$ cat config.mk
export PLATFORM = sky130hd
export DESIGN_NAME = ex_mem_stage
export DESIGN_NICKNAME = d
export VERILOG_FILES = /design/src/rtl/ex_mem_pkg.sv /design/src/rtl/pipe_skid_buf.sv /design/src/rtl/ex_mem_stage.sv
export SDC_FILE = /design/constraint.sdc
export NUM_CORES = 1
export LEC_CHECK = 0
export CORE_MARGIN = 1.5
export CORE_UTILIZATION = 43
export CTS_BUF_LIST = sky130_fd_sc_hd__clkbuf_4
export CTS_CLUSTER_DIAMETER = 80
export DETAILED_ROUTE_END_ITERATION = 8
export MAX_ROUTING_LAYER = met4
export PLACE_DENSITY = 0.78
export SETUP_SLACK_MARGIN = 0.1
export SLEW_MARGIN = 20
export SYNTH_ARGS = -nofsm -noshare
export SYNTH_HDL_FRONTEND = slang
export SYNTH_SLANG_ARGS = --single-unit
$ cat constraint.sdc
create_clock -name clk -period 1.7 [get_ports clk]
set_input_delay 0.255 -clock clk [delete_from_list [all_inputs] [get_ports clk]]
set_output_delay 0.255 -clock clk [all_outputs]
set_load 0.1 [all_outputs]
$ cat src/rtl/ex_mem_pkg.sv
`default_nettype none
// ============================================================================
// Module   : ex_mem_pkg
// Brief    : Shared widths and the EX/MEM entry layout.
// Revision : 1.0
// ============================================================================
package ex_mem_pkg;

    localparam int DATA_W = 32;
    localparam int REG_W  = 5;

    localparam logic [REG_W-1:0] REG_ZERO = '0;

    typedef struct packed {
        logic [DATA_W-1:0] alu_result;
        logic [DATA_W-1:0] store_data;
        logic [REG_W-1:0]  rd;
        logic              reg_write;
        logic              mem_read;
        logic              mem_write;
    } ex_mem_entry_t;

endpackage : ex_mem_pkg
`default_nettype wire

$ cat src/rtl/pipe_skid_buf.sv
`default_nettype none
// ============================================================================
// Module   : pipe_skid_buf
// Brief    : Two-slot skid FIFO; ready depends only on the registered count.
// Revision : 1.0
// ============================================================================
module pipe_skid_buf #(
    parameter int WIDTH = 8
) (
    input  logic             clk,
    input  logic             rst_n,
    input  logic             i_flush,
    input  logic             i_valid,
    output logic             o_ready,
    input  logic [WIDTH-1:0] i_data,
    output logic             o_valid,
    input  logic             i_ready,
    output logic [WIDTH-1:0] o_data
);

    logic [1:0]       r_count;
    logic [WIDTH-1:0] r_slot0;
    logic [WIDTH-1:0] r_slot1;
    logic             w_push;
    logic             w_pop;

    assign o_ready = (r_count != 2'd2);
    assign o_valid = (r_count != 2'd0);
    assign o_data  = r_slot0;

    // Flush drops any push; a pop this cycle is still seen by the consumer.
    assign w_push  = i_valid & o_ready & ~i_flush;
    assign w_pop   = o_valid & i_ready;

    always_ff @(posedge clk or negedge rst_n) begin
        if (!rst_n) begin
            r_count <= 2'd0;
            r_slot0 <= '0;
            r_slot1 <= '0;
        end else if (i_flush) begin
            r_count <= 2'd0;
        end else begin
            case (r_count)
                2'd0: begin
                    if (w_push) begin
                        r_slot0 <= i_data;
                        r_count <= 2'd1;
                    end
                end
                2'd1: begin
                    if (w_push && w_pop) begin
                        r_slot0 <= i_data;
                    end else if (w_push) begin
                        r_slot1 <= i_data;
                        r_count <= 2'd2;
                    end else if (w_pop) begin
                        r_count <= 2'd0;
                    end
                end
                2'd2: begin
                    if (w_pop) begin
                        r_slot0 <= r_slot1;
                        r_count <= 2'd1;
                    end
                end
                default: r_count <= 2'd0;
            endcase
        end
    end

endmodule : pipe_skid_buf
`default_nettype wire

$ cat src/rtl/ex_mem_stage.sv
`default_nettype none
// ============================================================================
// Module   : ex_mem_stage
// Brief    : EX/MEM boundary: skid buffer, beq resolution, forwarding tap.
// Revision : 1.0
// ============================================================================
module ex_mem_stage
    import ex_mem_pkg::*;
#(
    parameter int DATA_W = ex_mem_pkg::DATA_W,
    parameter int REG_W  = ex_mem_pkg::REG_W
) (
    input  logic              clk,
    input  logic              rst_n,
    input  logic              in_valid,
    output logic              in_ready,
    input  logic [DATA_W-1:0] alu_result,
    input  logic              alu_zero,
    input  logic [DATA_W-1:0] store_data,
    input  logic [REG_W-1:0]  rd,
    input  logic              reg_write,
    input  logic              mem_read,
    input  logic              mem_write,
    input  logic              branch,
    input  logic [DATA_W-1:0] branch_target,
    input  logic              flush,
    output logic              out_valid,
    input  logic              out_ready,
    output logic [DATA_W-1:0] out_alu_result,
    output logic [DATA_W-1:0] out_store_data,
    output logic [REG_W-1:0]  out_rd,
    output logic              out_reg_write,
    output logic              out_mem_read,
    output logic              out_mem_write,
    output logic              redirect_valid,
    output logic [DATA_W-1:0] redirect_pc,
    output logic              fwd_valid,
    output logic [REG_W-1:0]  fwd_rd,
    output logic [DATA_W-1:0] fwd_data
);

    localparam int c_ENTRY_W = $bits(ex_mem_entry_t);

    ex_mem_entry_t        w_in_entry;
    ex_mem_entry_t        w_out_entry;
    logic [c_ENTRY_W-1:0] w_in_bits;
    logic [c_ENTRY_W-1:0] w_out_bits;
    logic                 w_accept;
    logic                 r_redirect_valid;
    logic [DATA_W-1:0]    r_redirect_pc;

    // Branches never write back or touch memory, whatever the decoder said.
    always_comb begin
        w_in_entry            = '0;
        w_in_entry.alu_result = alu_result;
        w_in_entry.store_data = store_data;
        w_in_entry.rd         = rd;
        w_in_entry.reg_write  = reg_write & ~branch;
        w_in_entry.mem_read   = mem_read  & ~branch;
        w_in_entry.mem_write  = mem_write & ~branch;
    end

    assign w_in_bits   = w_in_entry;
    assign w_out_entry = w_out_bits;

    pipe_skid_buf #(
        .WIDTH (c_ENTRY_W)
    ) u_skid (
        .clk     (clk),
        .rst_n   (rst_n),
        .i_flush (flush),
        .i_valid (in_valid),
        .o_ready (in_ready),
        .i_data  (w_in_bits),
        .o_valid (out_valid),
        .i_ready (out_ready),
        .o_data  (w_out_bits)
    );

    // Redirect keys off the handshake alone so a same-cycle flush cannot mask it.
    assign w_accept = in_valid & in_ready;

    always_ff @(posedge clk or negedge rst_n) begin
        if (!rst_n) begin
            r_redirect_valid <= 1'b0;
            r_redirect_pc    <= '0;
        end else begin
            r_redirect_valid <= w_accept & branch & alu_zero;
            if (w_accept && branch && alu_zero) begin
                r_redirect_pc <= branch_target;
            end
        end
    end

    assign redirect_valid = r_redirect_valid;
    assign redirect_pc    = r_redirect_pc;

    assign out_alu_result = w_out_entry.alu_result;
    assign out_store_data = w_out_entry.store_data;
    assign out_rd         = w_out_entry.rd;
    assign out_reg_write  = w_out_entry.reg_write;
    assign out_mem_read   = w_out_entry.mem_read;
    assign out_mem_write  = w_out_entry.mem_write;

    assign fwd_valid = out_valid & out_reg_write & ~out_mem_read & (out_rd != REG_ZERO);
    assign fwd_rd    = out_rd;
    assign fwd_data  = out_alu_result;

endmodule : ex_mem_stage
`default_nettype wire

==> impl_metrics.csv <==
group,metric,value,unit
global_routing,grt_pass1_wl,35800,um
setup_path,path_depth,3,
clock_tree,cts.clk_slew.worst_paths,0.15,ns
pwr,powerDensity,1390,nW/um^2
layout,drive_gt1_frac,0.488,
route,first_pass_iters,5,
die,io_pins,256,
timing,skew,0.0340,ns
placed_design,hpwl,14000,um
die,die_height,138,um
die,start_util,0.439,
synthesis,syn_nets,776,
timing,hold_viol,0,
synthesis,yosys.area.top_type,"dfrtp_1",
timing,max_slew_margin,0.781,
clock_tree,cts-htree-levels,4,
route,antenna_left,0,
clock_tree,cts_tree,"yes",
clock_tree,cts.sinks,179,
setup_path,rrSetupSlack,-0.37,ns
layout,final_cell_area,13800,sq um
setup_path,slowest_stage,"or4_1",
synthesis,synth_area_per_cell,11.9,sq um
layout,utilization,0.770,
setup_path,r2r_end,"u_skid.o_data[31]",
timing,hold_ws,0.129,ns
synthesis,ys_top_cells_by_count,"nand2_1 (212), dfrtp_1 (179), mux2_2 (161), buf_4 (37), buf_2 (12)",
timing,setup_viol,179,
pwr,irDropWorstVdd,0.00109,V
route,viasPerCell,5.03,
setup_path,end_kind,"output pin",
route,wl_per_cell,19.4,um
timing,drv_slew,0,
placed_design,placed_area,12400,sq um
synthesis,synth_top_area_share,0.568,
status,status,"complete, but fails checks",
die,core_area,18000,sq um
synthesis,ys_ff_latch,179,
route,wl,23200,um
setup_path,cp.required,1.44,ns
status,violations,"negative setup slack",
global_routing,antenna_found_initial,1,
clock_tree,clk_path_buf_depth,2,
min_path,hp-class,"input pin to async pin",
clock_tree,cts_buffers,17,
global_routing,grt_max_degree,60,
synthesis,synthTopCellsByArea,"dfrtp_1 (57%), mux2_2 (23%), nand2_1 (10%)",
die,rows,49,
synthesis,ys_seq_area_frac,0.568,
setup_path,crit_chain,"or4_1 > o2111a_2 > buf_12",
route,via_count,6028,
synthesis,synthCells,665,
synthesis,synthFlopType,"dfrtp_1",
die,die_x,138,um
clock_tree,clkLatencyLatePin,0.59,ns
placed_design,pre_cts_slack,-0.351,ns
layout,final_nets,1066,
timing,rsz0062_at_grt,"yes",
route,drc,0,
timing,fmax,439,MHz
global_routing,grt-ovfl-total,0,
setup_path,r2r_cells,10,
setup_path,cp-start-kind,"flip-flop",
setup_path,critical-path-top-delay-family,"simple AND/OR/NAND/NOR gates",
timing,max_slew.worst_pin.slew,0.328,ns
synthesis,synth.most_common_cell,"nand2_1",
synthesis,synth_area,7890,sq um
global_routing,grt_pass1_vias,6472,
pwr,p_leak,6.48,nW
setup_path,path_max_fanout,2,
timing,period_minus_slack,2.28,ns
timing,final.setup.tns,-40.24,ns
layout,area_growth_syn_to_layout,75.4,%
job,maxCapViolCount,0,
synthesis,async_reset_ff_frac,1.00,
placed_design,place_congestion,0.779,
global_routing,grt_usage,0.250,
timing,worst_slack,-0.577,ns
synthesis,yosysWarnings,0,
setup_path,path_buf_inv,1,
die,die-area,19200,sq um
timing,period_share,1.34,
setup_path,r2r-start,"u_skid.r_count[0]",
synthesis,synth_cell_types,27,
setup_path,cp.arrival,2.02,ns
synthesis,synth-edff-count,0,
placed_design,numPortBuffers,255,
setup_path,max_stage_delay,0.52,ns
clock_tree,root_buffer,"clkbuf_4",
setup_path,path_class,"flip-flop to output pin",
route,drt-initial-drc-count,304,
-- worst reg2reg max path, stage by stage (launching register included) --
cell	delay, ns
dfrtp_1	0.44
buf_6	0.14
nor2b_4	0.15
buf_6	0.12
buf_6	0.10
o21ai_4	0.07
a21oi_4	0.22
buf_6	0.18
buf_12	0.12
buf_16	0.13
mux2_4	0.29
-- registers in the layout, indices dropped and copies added (netlist names) --
register        flops
u_skid.o_data      72
redirect_valid      1
u_skid.r_slot1     72
redirect_pc        32
u_skid.r_count      2
-- worst max-delay path by stage --
stage,start,endpoint,slack (ns)
detailed placement,in_valid,u_skid.o_data[18],-0.35
global placement,in_valid,u_skid.o_data[18],-0.30
finish,u_skid.o_data[3],fwd_valid,-0.58
CTS,u_skid.o_data[3],fwd_valid,-0.65
global route,u_skid.o_data[3],fwd_valid,-0.66
floorplan,u_skid.o_data[7],fwd_valid,-0.16
-- per-stage QoR --
step	instances	power [mW]
after floorplan	665	12.6
after global placement	1112	16.4
after detailed placement	1112	16.5
after CTS	1193	19.2
after global routing	1198	19.8
final	1198	19.3
-- metal layers --
layer | up-vias | track usage | part of all wire
met1 | 3019 | 0.295 | 0.40
met2 | 217 | 0.415 | 0.52
li1 | 2747 | - | -
met5 | - | - | 0
met3 | 45 | 0.0630 | 0.053
met4 | 0 | 0.0909 | 0.030
-- cell families after synthesis --
family / count (synthesis) / share of synthesized area
AOI/OAI and AO/OA: 11 / 0.00999
buffers and inverters: 73 / 0.0618
DFF: 179 / 0.568
muxes: 174 / 0.248
and+or+nand+nor: 228 / 0.112
-- where the power goes --
part | total (mW) | switching (mW) | internal [mW]
sequential | 6.27 | 1.01 | 5.26
combinational | 10.6 | 6.32 | 4.24
clock | 2.43 | 1.52 | 0.908
total | 19.3 | 8.85 | 10.4
-- timing repair --
item,CTS,global route
setup endpoints to repair,173,220
gates resized for setup,58,60
endpoints found under the hold margin,179,0
pin swaps,5,5
buffers inserted,31,13
gates cloned,19,0
hold buffers,1,0
-- cell usage in the layout (no fill, tap or decap), types with 3 or more instances in the layout --
cell             count
buf_6               27
inv_6                4
dfrtp_1            155
clkinv_1             3
buf_8                7
mux2_4              87
buf_16              12
nor2_1               4
buf_12             172
clkbuf_4            19
mux2_2              85
o21ai_2              3
dfrtp_2             22
clkdlybuf4s50_1    109
buf_4               12
nand2_1            209
nand2b_1             4
-- final cells by class --
type | count | area (sq um)
diodes | 1 | 2.50
clock buffers | 19 | 143
clock inverters | 13 | 133
fillers | 1040 | 4120
inverters | 2 | 15.0
multi-input cells | 413 | 3310
flip-flops and latches | 179 | 4510
well taps | 229 | 287
repair buffers | 342 | 5440
(Power assumes the default switching activity.)
